==> config.mk <==
export PLATFORM = sky130hd
export DESIGN_NAME = fft_frame_ctrl
export DESIGN_NICKNAME = d
export VERILOG_FILES = /design/src/rtl/fft_frame_ctrl.sv
export SDC_FILE = /design/constraint.sdc
export NUM_CORES = 1
export LEC_CHECK = 0
export CORE_ASPECT_RATIO = 0.6
export CORE_MARGIN = 5
export CORE_UTILIZATION = 26
export CTS_CLUSTER_DIAMETER = 60
export CTS_CLUSTER_SIZE = 28
export DETAILED_ROUTE_END_ITERATION = 8
export DONT_BUFFER_PORTS = 1
export PLACE_DENSITY = 0.45
export RECOVER_POWER = 100
export SLEW_MARGIN = 10
export SYNTH_ARGS = -nofsm -noshare
export SYNTH_HDL_FRONTEND = slang
export SYNTH_SLANG_ARGS = --single-unit
==> constraint.sdc <==
create_clock -name i_clk -period 7.15 [get_ports i_clk]
set_clock_uncertainty 0.2 [all_clocks]
set_input_delay 1.7875 -clock i_clk [delete_from_list [all_inputs] [get_ports i_clk]]
set_output_delay 1.7875 -clock i_clk [all_outputs]
set_load 0.005 [all_outputs]
==> src/rtl/fft_frame_ctrl.sv <==
`default_nettype none
// +----------------------------------------------------------------------------+
// | fft_frame_ctrl                                                             |
// | Frames a sample stream into an N-point streaming FFT and hands its results |
// | downstream with bin markers, back-pressure, flush/drain and restart.       |
// | Revision: 1.0                                                              |
// +----------------------------------------------------------------------------+
module fft_frame_ctrl #(
    parameter int IWIDTH  = 15,
    parameter int OWIDTH  = 21,
    parameter int LGWIDTH = 11
) (
    input  logic                  i_clk,
    input  logic                  i_reset_n,
    input  logic                  i_valid,
    output logic                  o_ready,
    input  logic [2*IWIDTH-1:0]   i_sample,
    input  logic                  i_flush,
    output logic                  o_fft_reset,
    output logic                  o_fft_ce,
    output logic [2*IWIDTH-1:0]   o_fft_sample,
    input  logic [2*OWIDTH-1:0]   i_fft_result,
    input  logic                  i_fft_sync,
    output logic                  o_valid,
    input  logic                  i_ready,
    output logic [2*OWIDTH-1:0]   o_result,
    output logic                  o_first,
    output logic                  o_last,
    output logic                  o_done,
    output logic                  o_sync_err
);

    localparam logic [LGWIDTH-1:0] c_last_bin = {LGWIDTH{1'b1}};
    localparam logic [LGWIDTH-1:0] c_one      = LGWIDTH'(1);

    typedef enum logic [1:0] {
        S_CLR   = 2'd0,
        S_RUN   = 2'd1,
        S_PAD   = 2'd2,
        S_FLUSH = 2'd3
    } state_t;

    state_t             state_q, state_d;
    logic [LGWIDTH-1:0] in_cnt_q, in_cnt_d;
    logic [LGWIDTH-1:0] out_cnt_q, out_cnt_d;
    logic [3:0]         pending_q, pending_d;
    logic               started_q, started_d;
    logic               avail_q, avail_d;
    logic               sync_err_q, sync_err_d;

    logic w_out_ok, w_out_hs, w_counting, w_frame_done, w_last_hs;

    // avail_q: the FFT output has moved since the last ce and is not yet consumed
    always_comb begin
        o_fft_reset  = (state_q == S_CLR);
        o_valid      = avail_q && (started_q || i_fft_sync) && (pending_q != 4'd0)
                       && (state_q != S_CLR);
        w_out_ok     = !o_valid || i_ready;
        o_ready      = 1'b0;
        o_fft_ce     = 1'b0;
        o_fft_sample = '0;
        case (state_q)
            S_RUN: begin
                o_ready      = w_out_ok;
                o_fft_ce     = i_valid && w_out_ok;
                o_fft_sample = i_sample;
            end
            S_PAD, S_FLUSH: o_fft_ce = w_out_ok;
            default: ;
        endcase

        w_out_hs     = o_valid && i_ready;
        w_counting   = o_fft_ce && ((state_q == S_RUN) || (state_q == S_PAD));
        w_frame_done = w_counting && (in_cnt_q == c_last_bin);
        w_last_hs    = w_out_hs && (out_cnt_q == c_last_bin);

        in_cnt_d   = w_counting ? in_cnt_q + c_one : in_cnt_q;
        out_cnt_d  = w_out_hs ? out_cnt_q + c_one : out_cnt_q;
        pending_d  = pending_q;
        if (w_frame_done && !w_last_hs)
            pending_d = pending_q + 4'd1;
        else if (!w_frame_done && w_last_hs)
            pending_d = pending_q - 4'd1;
        started_d  = started_q || (avail_q && i_fft_sync);
        avail_d    = o_fft_ce ? 1'b1 : (w_out_hs ? 1'b0 : avail_q);
        sync_err_d = sync_err_q || (o_valid && i_fft_sync && (out_cnt_q != '0));

        o_done  = 1'b0;
        state_d = state_q;
        case (state_q)
            S_CLR: begin
                state_d   = S_RUN;
                in_cnt_d  = '0;
                out_cnt_d = '0;
                pending_d = '0;
                started_d = 1'b0;
                avail_d   = 1'b0;
            end
            S_RUN: begin
                // in_cnt_d already includes this cycle's accepted sample
                if (i_flush)
                    state_d = (in_cnt_d != '0) ? S_PAD : S_FLUSH;
            end
            S_PAD: begin
                if (w_frame_done)
                    state_d = S_FLUSH;
            end
            S_FLUSH: begin
                if (pending_d == 4'd0) begin
                    o_done  = 1'b1;
                    state_d = S_CLR;
                end
            end
            default: state_d = S_CLR;
        endcase
    end

    always_ff @(posedge i_clk or negedge i_reset_n) begin
        if (!i_reset_n) begin
            state_q    <= S_CLR;
            in_cnt_q   <= '0;
            out_cnt_q  <= '0;
            pending_q  <= '0;
            started_q  <= 1'b0;
            avail_q    <= 1'b0;
            sync_err_q <= 1'b0;
        end else begin
            state_q    <= state_d;
            in_cnt_q   <= in_cnt_d;
            out_cnt_q  <= out_cnt_d;
            pending_q  <= pending_d;
            started_q  <= started_d;
            avail_q    <= avail_d;
            sync_err_q <= sync_err_d;
        end
    end

    assign o_result   = i_fft_result;
    assign o_first    = (out_cnt_q == '0);
    assign o_last     = (out_cnt_q == c_last_bin);
    assign o_sync_err = sync_err_q;

endmodule
`default_nettype wire

* Yosys cells after proc, flatten, opt, wreduce, memory -nomap -nowiden
Index checks and enable logic that the tools add are counted.
** Operators by class
- Reductions and logical operators :: 32
- Add/subtract/negate cells :: 4
- Mux-type cells :: 21
- Equality and inequality tests :: 8
** Operators by type and width (count)
- 11-bit 2-to-1 mux :: 4
- 30-bit 2-to-1 mux :: 1
- 11-bit by 1-bit adder with 11-bit output, second input constant :: 2
- 11-bit equality test, second input constant :: 2
- 11-bit nonzero test :: 2
- 1-bit logical AND :: 13
- 4-bit 2-to-1 mux :: 3
- 11-bit zero test :: 1
- 1-bit 2-to-1 mux :: 8
- 2-bit case mux with 4 select lines :: 1
- 2-bit 2-to-1 mux :: 3
- 2-bit inequality test, second input constant :: 3
- 1-bit logical OR :: 5
- 4-bit by 1-bit adder with 4-bit output, second input constant :: 1
- 2-bit equality test, second input constant :: 2
- 4-bit zero test :: 1
- 2-bit nonzero test :: 2
- 4-bit nonzero test :: 1
- 4-bit by 1-bit subtractor with 4-bit output, second input constant :: 1
- 1-bit zero test :: 3
- 3-bit AND reduction :: 1
- 3-bit nonzero test :: 1
- 2-bit by 1-bit equality test with 1-bit output, second input constant :: 1
- 2-bit zero test :: 1
- 2 further kinds :: 2
** Word-level totals
- Register bits after elaboration :: 31
- Word-level logic and storage cells :: 72

* Longest topological paths before layout
Gate-level depths: netlist of the first run.
- Word-level depth :: 17
- Mapped depth :: 11

* Least setup slack after synthesis of the first run
OpenSTA, ideal clock, no wires.
- Path kind :: in2out
- From :: input port i_valid
- To :: output port o_done
- Data required time :: 5.162 ns
- Data arrival time :: 3.675 ns
- Cell stages on the path :: 9
- Slack :: 1.487 ns
- Cell sequence :: a211oi_1 -> or3b_1 -> buf_6 -> or4_4 -> buf_6 -> mux2i_4 -> xor2_4 -> nand3_1 -> nor2_1
** Between the ends
- Cells in the longest elaborated chain, start to end :: 11
- Elaborated cells between the ends (all ways) :: 12
** RTL lines
- from (decl) :: line 15 : input logic i_valid,
- 1-bit logical AND (*) :: line 65 : o_fft_ce = i_valid && w_out_ok;
- 1-bit case mux with 2 select lines (*) :: line 62 : case (state_q)
- 1-bit logical AND (*) :: line 73 : w_counting = o_fft_ce && ((state_q == S_RUN) || (state_q == S_PAD));
- 1-bit logical AND (*) :: line 74 : w_frame_done = w_counting && (in_cnt_q == c_last_bin);
- 1-bit zero test :: line 82 : else if (!w_frame_done && w_last_hs)
- 1-bit logical AND :: line 82
- 4-bit 2-to-1 mux :: line 82
- 4-bit 2-to-1 mux (*) :: line 80 : if (w_frame_done && !w_last_hs)
- 4-bit zero test (*) :: line 109 : if (pending_d == 4'd0) begin
- 1-bit 2-to-1 mux (*) :: line 109
- 1-bit 2-to-1 mux (*) :: line 90 : case (state_q)
- to (decl) :: line 29 : output logic o_done,
Mark *: on every way between the ends. The rest lies on a longest branch, timed or not.

* Worst setup path after layout of the first run
Ends and elaborated chain as after synthesis.

==> results of run 1 <==
-- power groups by stage --
stage          Clock, mW  Combinational (mW)  Sequential [mW]
6_report           0.247               0.277            0.214
5_1_grt            0.264               0.313            0.218
4_1_cts            0.257               0.287            0.214
3_5_place_dp           0               0.285            0.216
3_3_place_gp           0               0.287            0.216
2_1_floorplan          0               0.253            0.211
-- worst max-delay path: stages --
cell,delay (ns)
a211oi_1,0.09
or3b_1,0.55
or4_1,0.78
mux2_1,0.41
xnor2_1,0.38
nand3_1,0.14
nor2_1,0.19
-- registers in the layout, summed over array words and instances, names as in the netlist --
register,flops
avail_q,1
state_q,2
pending_q,4
started_q,1
in_cnt_q,11
out_cnt_q,11
o_sync_err,1
-- cell usage after synthesis, types with 2 or more instances --
cell and n:
inv_1 8, nand3_1 12, buf_4 42, or3b_1 2, or2_2 3, o31ai_1 3
ha_1 10, nor2_1 32, mux2i_1 4, nor4_1 5, o21ai_0 10, nand4_1 8
xnor2_1 6, dfrtp_1 31, clkbuf_1 9, a21oi_1 11, and3_1 4, nand2_1 20
and4_1 2, and2_1 35, or4_1 3, nor3_1 10, nor3b_1 2, a22o_1 2
or3_1 4, nor2b_1 2, a31oi_1 3, a211oi_1 2, a41oi_1 2, buf_6 2
xor2_1 9
-- how the worst max path moves through the flow --
stage	depth (start not counted)	to	start	slack (ns)
6_report	7	o_done	i_valid	0.84
3_5_place_dp	7	o_done	i_valid	1.15
2_1_floorplan	9	o_done	i_valid	1.49
3_3_place_gp	7	o_done	i_valid	1.19
5_1_grt	9	o_done	state_q[1]$_DFFE_PN0P_	0.44
4_1_cts	7	o_done	i_valid	1.14
-- cells by family (layout without fill, tap and decap cells) --
family / Yosys count / in the layout / share of synthesized area (%)
AND/OR/NAND/NOR: 147 / 147 / 30.2
buffers and inverters: 62 / 18 / 15.6
flip-flops: 31 / 31 / 29.8
adder cells (fa/ha/maj): 11 / 11 / 5.19
XOR/XNOR: 17 / 17 / 6.73
multiplexers: 6 / 6 / 2.98
AO/OA/AOI/OAI: 39 / 39 / 9.47
-- routing by layer --
metal	vias up	global-route usage (%)
met5	-	0
met4	0	2.84
met3	14	4.17
met2	69	12.8
met1	887	14.8
li1	941	-
-- placed cells by master (no fill, tap or decap), types with 3 or more instances in the layout --
cell type,synthesis,final
nor2_1,32,32
and2_0,0,32
dfrtp_1,31,31
nand2_1,20,20
nand3_1,12,12
a21oi_1,11,11
nor3_1,10,10
o21ai_0,10,10
ha_1,10,10
xor2_1,9,9
inv_1,8,8
nand4_1,8,8
xnor2_1,6,7
mux2i_1,4,5
clkbuf_16,0,5
or3_1,4,4
nor4_1,5,4
and3_1,4,4
or4_1,3,4
or2_2,3,3
and2_1,35,3
a31oi_1,3,3
o31ai_1,3,3
-- cell type report --
class / count / area share [%]
tap: 135 / 6.62
timing repair buffer: 2 / 0.294
clock buffer: 5 / 4.90
multi-input combinational: 220 / 54.9
sequential: 31 / 30.4
inverter: 8 / 1.18
clock inverter: 3 / 1.72
==> flow_summary_export.csv, run 1 <==
group,metric,value,unit
cells_and_area,regArea,776,um2
cells_and_area,multi_input_area,1400,um2
synth,synth.ff_latch_count,31,
timing,finalMaxSlewViolations,0,
placed_design,dpl_cell_area,2420,um2
detailed_routing,top_layer,"met4",
cells_and_area,diodes,0,
power,p_total,0.738,mW
power,p_per_area,289,nW/um2
synth,ys_top_cells_by_area,"dfrtp_1, buf_4, and2_1",
hold_path,holdPathEnd,"started_q$_DFF_PN0_",
timing,rsz0062_at_grt,"false",
worst_setup_path,reg2reg_depth,9,
floorplan,fp.dieW,139,um
power,p_clk_share,33.5,%
worst_setup_path,critPathMaxFanout,12,
power,ir_worst_vdd,0.0929,mV
detailed_routing,routed_via_density,4.73,
placed_design,pre_cts_slack,1.15,ns
floorplan,rows,28,
grt,grt_pass1_vias,1770,
synth,ys_seq_area_share,29.8,%
synth,synthFlopType,"dfrtp_1",
cells_and_area,fillCellCount,1065,
worst_setup_path,timing_worst_setup_path_type,"in -> out",
timing,finalCritPeriodShare,88.3,%
floorplan,pin_count,158,
worst_setup_path,reg2reg_to,"state_q[1]$_DFFE_PN0P_",
detailed_routing,wl_met3,383,um
synth,yosysUniqueCellTypes,46,
timing,min_period,6.31,ns
clocking,htreeDepth,2,
clocking,cts_tree,"built",
clocking,cts_resized,0,
worst_setup_path,start_kind,"input pin",
timing,fmaxAchievable,158,MHz
placed_design,routabilityCongestion,0.813,
cells_and_area,final_util,26.0,%
synth,yosysTopAreaCell,"dfrtp_1",
power,pwr-share-comb,37.6,%
status,outcome,"finished, final reports clean",
timing,tightest_slew,1.31,ns
power,p_sw,0.280,mW
timing,hold_viol,0,
clocking,clock_sinks,31,
clocking,clk_pin_slew,0.06,ns
clocking,cts_buffer_depth,2,
grt,grt_start_max_net_pins,35,
worst_setup_path,r2r-start,"state_q[1]$_DFFE_PN0P_",
detailed_routing,drt_iter0_markers,130,
timing,finalSetupViolCount,0,
power,p_sw_share,37.9,%
detailed_routing,drt-met1-wl,3.34,mm
detailed_routing,ant_nets,0,
synth,synthDominantCellAreaShare,29.8,%
timing,finalSetupTns,0,ns
hold_path,hold_depth,2,
placed_design,hpwl,4.65,mm
floorplan,die_h,87.5,um
synth,ys_warn_count,0,
clocking,insertion_delay,0.28,ns
synth,async_flop_share,100,%
detailed_routing,first_pass_iters,4,
worst_setup_path,crit_arrival,4.33,ns
hold_path,min_from,"started_q$_DFF_PN0_",
power,power.leakage,1.04,nW
detailed_routing,wl_per_cell,15.1,um
clocking,cts_setup_buffers,0,
worst_setup_path,end_kind,"output port",
detailed_routing,drc_errors,0,
cells_and_area,areaGrowthSynthToFinish,-2.02,%
grt,grt_pass1_wl,9.63,mm
power,power_frac_seq,29.0,%
grt,antenna_found_initial,0,
clocking,numCtsBuffers,5,
floorplan,start_util,26.5,%
timing,relSlewSlack,12.7,%
floorplan,core,9810,um2
synth,syn_avg_cell_area,8.32,um2
worst_setup_path,cp_data_required_time,5.16,ns
synth,synth_nets,401,
clocking,clockRootBuffer,"clkbuf_16",
synth,synth_edf_count,0,
clocking,cts_hold_buf,0,
cells_and_area,final_net_count,356,
flow_run,cap_violations,0,
detailed_routing,vias,1911,
cells_and_area,final_cell_count_no_fill,404,
detailed_routing,wl_met2,2.33,mm
placed_design,dp_cells,396,
timing,whs,0.301,ns
power,p_int,0.458,mW
synth,netlist_area,2600,um2
cells_and_area,drive_above_1_share,5.58,%
placed_design,io_buffers,0,
floorplan,fp.dieArea,12200,um2
worst_setup_path,r2r_slack,2.65,ns
synth,syn_inst,313,
grt,grt-ovfl-total,0,
timing,setup_slack,0.836,ns
hold_path,hold_path.class,"reg -> reg",
detailed_routing,route.final.wire_length,6.11,mm
grt,grt_usage,9.94,%
cells_and_area,final_area,2550,um2
No activity file was read; power rests on OpenSTA's default activity.
==> run 2: changes to the inputs <==
--- a/config.mk
+++ b/config.mk
@@ -7,12 +7,12 @@
 export LEC_CHECK = 0
 export CORE_ASPECT_RATIO = 0.6
 export CORE_MARGIN = 5
-export CORE_UTILIZATION = 26
+export CORE_UTILIZATION = 55
 export CTS_CLUSTER_DIAMETER = 60
 export CTS_CLUSTER_SIZE = 28
 export DETAILED_ROUTE_END_ITERATION = 8
 export DONT_BUFFER_PORTS = 1
-export PLACE_DENSITY = 0.45
+export PLACE_DENSITY = 0.76
 export RECOVER_POWER = 100
 export SLEW_MARGIN = 10
 export SYNTH_ARGS = -nofsm -noshare
==> run 2 against run 1 <==
  * Sequential cell count stayed put
  * Setup slack better by 0.080 ns
  * Design area shrank 5.8%
  * Worst hold slack improved by 0.0050 ns
  * Power fell by 10%
  * Critical path depth unchanged
  * Largest cell class unchanged
==> flow_summary_export.csv, run 2 (synthesized netlist as in run 1, its figures left out) <==
group,metric,value,unit
worst_setup_path,critical_path.max_stage_delay,0.78,ns
timing,setup_slack,0.915,ns
floorplan,core,4560,um2
timing,hold_viol,0,
clocking,clockRootBuffer,"clkbuf_8",
placed_design,io_buffers,0,
worst_setup_path,start_kind,"input pin",
placed_design,dpl_cell_area,2320,um2
floorplan,fp.dieArea,6260,um2
cells_and_area,final_area,2400,um2
floorplan,start_util,57.0,%
timing,finalSetupViolCount,0,
grt,grt_usage,17.7,%
placed_design,hpwl,4.19,mm
power,p_sw,0.257,mW
timing,finalCritPeriodShare,87.2,%
cells_and_area,areaGrowthSynthToFinish,-7.69,%
clocking,numCtsBuffers,5,
timing,fmaxAchievable,160,MHz
timing,relSlewSlack,15.5,%
timing,rsz0062_at_grt,"false",
clocking,cts_setup_buffers,0,
cells_and_area,drive_above_1_share,5.20,%
cells_and_area,fillCellCount,438,
status,outcome,"finished, final reports clean",
placed_design,routabilityCongestion,0.846,
clocking,cts_tree,"built",
detailed_routing,wl_per_cell,16.7,um
power,p_clk_share,27.0,%
flow_run,cap_violations,0,
detailed_routing,ant_nets,0,
power,power_frac_seq,32.3,%
detailed_routing,drt_iter0_markers,196,
cells_and_area,reg.largest.list,"in_cnt_q: 11 flops, out_cnt_q: 11 flops, pending_q: 4 flops",
grt,antenna_found_initial,0,
timing,finalSetupTns,0,ns
timing,tightest_slew,1.27,ns
grt,grt_pass1_vias,1823,
cells_and_area,layout_common_cells,"nor2_1, and2_0, dfrtp_1",
floorplan,fp.dieW,98.8,um
timing,finalMaxSlewViolations,0,
clocking,cts_resized,0,
power,ir_worst_vdd,0.113,mV
power,p_sw_share,38.7,%
floorplan,rows,19,
cells_and_area,diodes,0,
clocking,insertion_delay,0.28,ns
clocking,cts_hold_buf,0,
worst_setup_path,crit_chain,"a211oi_1 > or3b_1 > or4_1 > mux2_1 > xnor2_1 > nand3_1 > nor2_1",
worst_setup_path,critPathMaxFanout,12,
worst_setup_path,cp_data_required_time,5.16,ns
cells_and_area,final_util,52.7,%
grt,grt-ovfl-total,0,
cells_and_area,final_net_count,356,
power,p_int,0.406,mW
power,power.leakage,1.02,nW
worst_setup_path,critPathTopFamily,"simple AND/OR/NAND/NOR gates",
hold_path,hold_path.class,"reg -> reg",
power,p_total,0.663,mW
worst_setup_path,end_kind,"output port",
power,pwr-share-comb,40.7,%
detailed_routing,routed_via_density,6.04,
detailed_routing,drc_errors,0,
detailed_routing,vias,2005,
power,p_per_area,276,nW/um2
worst_setup_path,timing_worst_setup_path_type,"in -> out",
grt,grt_start_max_net_pins,35,
detailed_routing,first_pass_iters,4,
clocking,clock_sinks,31,
timing,min_period,6.23,ns
worst_setup_path,cp.buffers_inverters,0,
worst_setup_path,crit_arrival,4.25,ns
clocking,clk_pin_slew,0.07,ns
floorplan,die_h,63.3,um
worst_setup_path,cp_slowest_cell,"or4_1",
clocking,cts_buffer_depth,2,
detailed_routing,route.final.wire_length,5.54,mm
clocking,htreeDepth,2,
floorplan,pin_count,158,
grt,grt_pass1_wl,9.07,mm
placed_design,pre_cts_slack,1.21,ns
## run 2: cell count changes in the layout (fill, tap and decap cells not counted), sizes merged
cell | before | now
clkbuf | 7 | 8
clkinv | 2 | 1
## run 2: worst register-to-register path, cell delays in order, from the launching register on
cell	delay [ns]
dfrtp_1	0.42
inv_1	0.14
ha_1	0.65
a211oi_1	0.25
or3b_1	0.52
or4_1	0.78
mux2_1	0.42
xnor2_1	0.36
o221ai_1	0.17
or3b_1	0.39
## run 2: final cells by class
type / instances / area [um2] / share of cell area (%)
Clock inverter: 2 / 35.0 / 1.46
Multi-Input combinational cell: 220 / 1390 / 58.0
Clock buffer: 6 / 82.6 / 3.44
Tap cell: 63 / 78.8 / 3.28
Sequential cell: 31 / 776 / 32.3
Timing Repair Buffer: 2 / 7.51 / 0.312
Inverter: 8 / 30.0 / 1.25
## run 2: worst paths after layout
kind | start | endpoint | slack (ns) | cells past startpoint
worst max-delay path | i_valid | o_done | 0.92 | 7
worst min-delay path | started_q$_DFF_PN0_ | started_q$_DFF_PN0_ | 0.31 | 2
worst max register to register | state_q[1]$_DFFE_PN0P_ | state_q[1]$_DFFE_PN0P_ | 2.72 | 9
worst min register to register | started_q$_DFF_PN0_ | started_q$_DFF_PN0_ | 0.31 | 2
max in group asynchronous | i_reset_n | in_cnt_q[3]$_DFF_PN0_ | 5.68 | 0
min in group asynchronous | i_reset_n | pending_q[1]$_DFF_PN0_ | 0.99 | 0
## run 2: stage by stage
step	hold slack, ns	cells
after CTS	0.314	332
after global placement	0.285	324
after floorplan	0.263	313
final	0.306	332
after detailed placement	0.301	324
after global routing	0.353	332
## run 2: per-layer routing
| metal | GRT usage [%] | share of wire (%) | vias to the layer above |
|---|---|---|---|
| met5 | 0 | 0 | - |
| met2 | 23.6 | 43 | 76 |
| met1 | 25.7 | 48 | 974 |
| met3 | 6.39 | 7.0 | 14 |
| li1 | - | - | 941 |
| met4 | 6.47 | 1.4 | 0 |
## run 2: power by group through the flow
stage | Combinational [mW] | Sequential (mW) | Clock, mW
6_report | 0.270 | 0.214 | 0.179
3_5_place_dp | 0.278 | 0.216 | 0
4_1_cts | 0.278 | 0.214 | 0.185
3_3_place_gp | 0.272 | 0.215 | 0
5_1_grt | 0.307 | 0.217 | 0.195
2_1_floorplan | 0.253 | 0.211 | 0
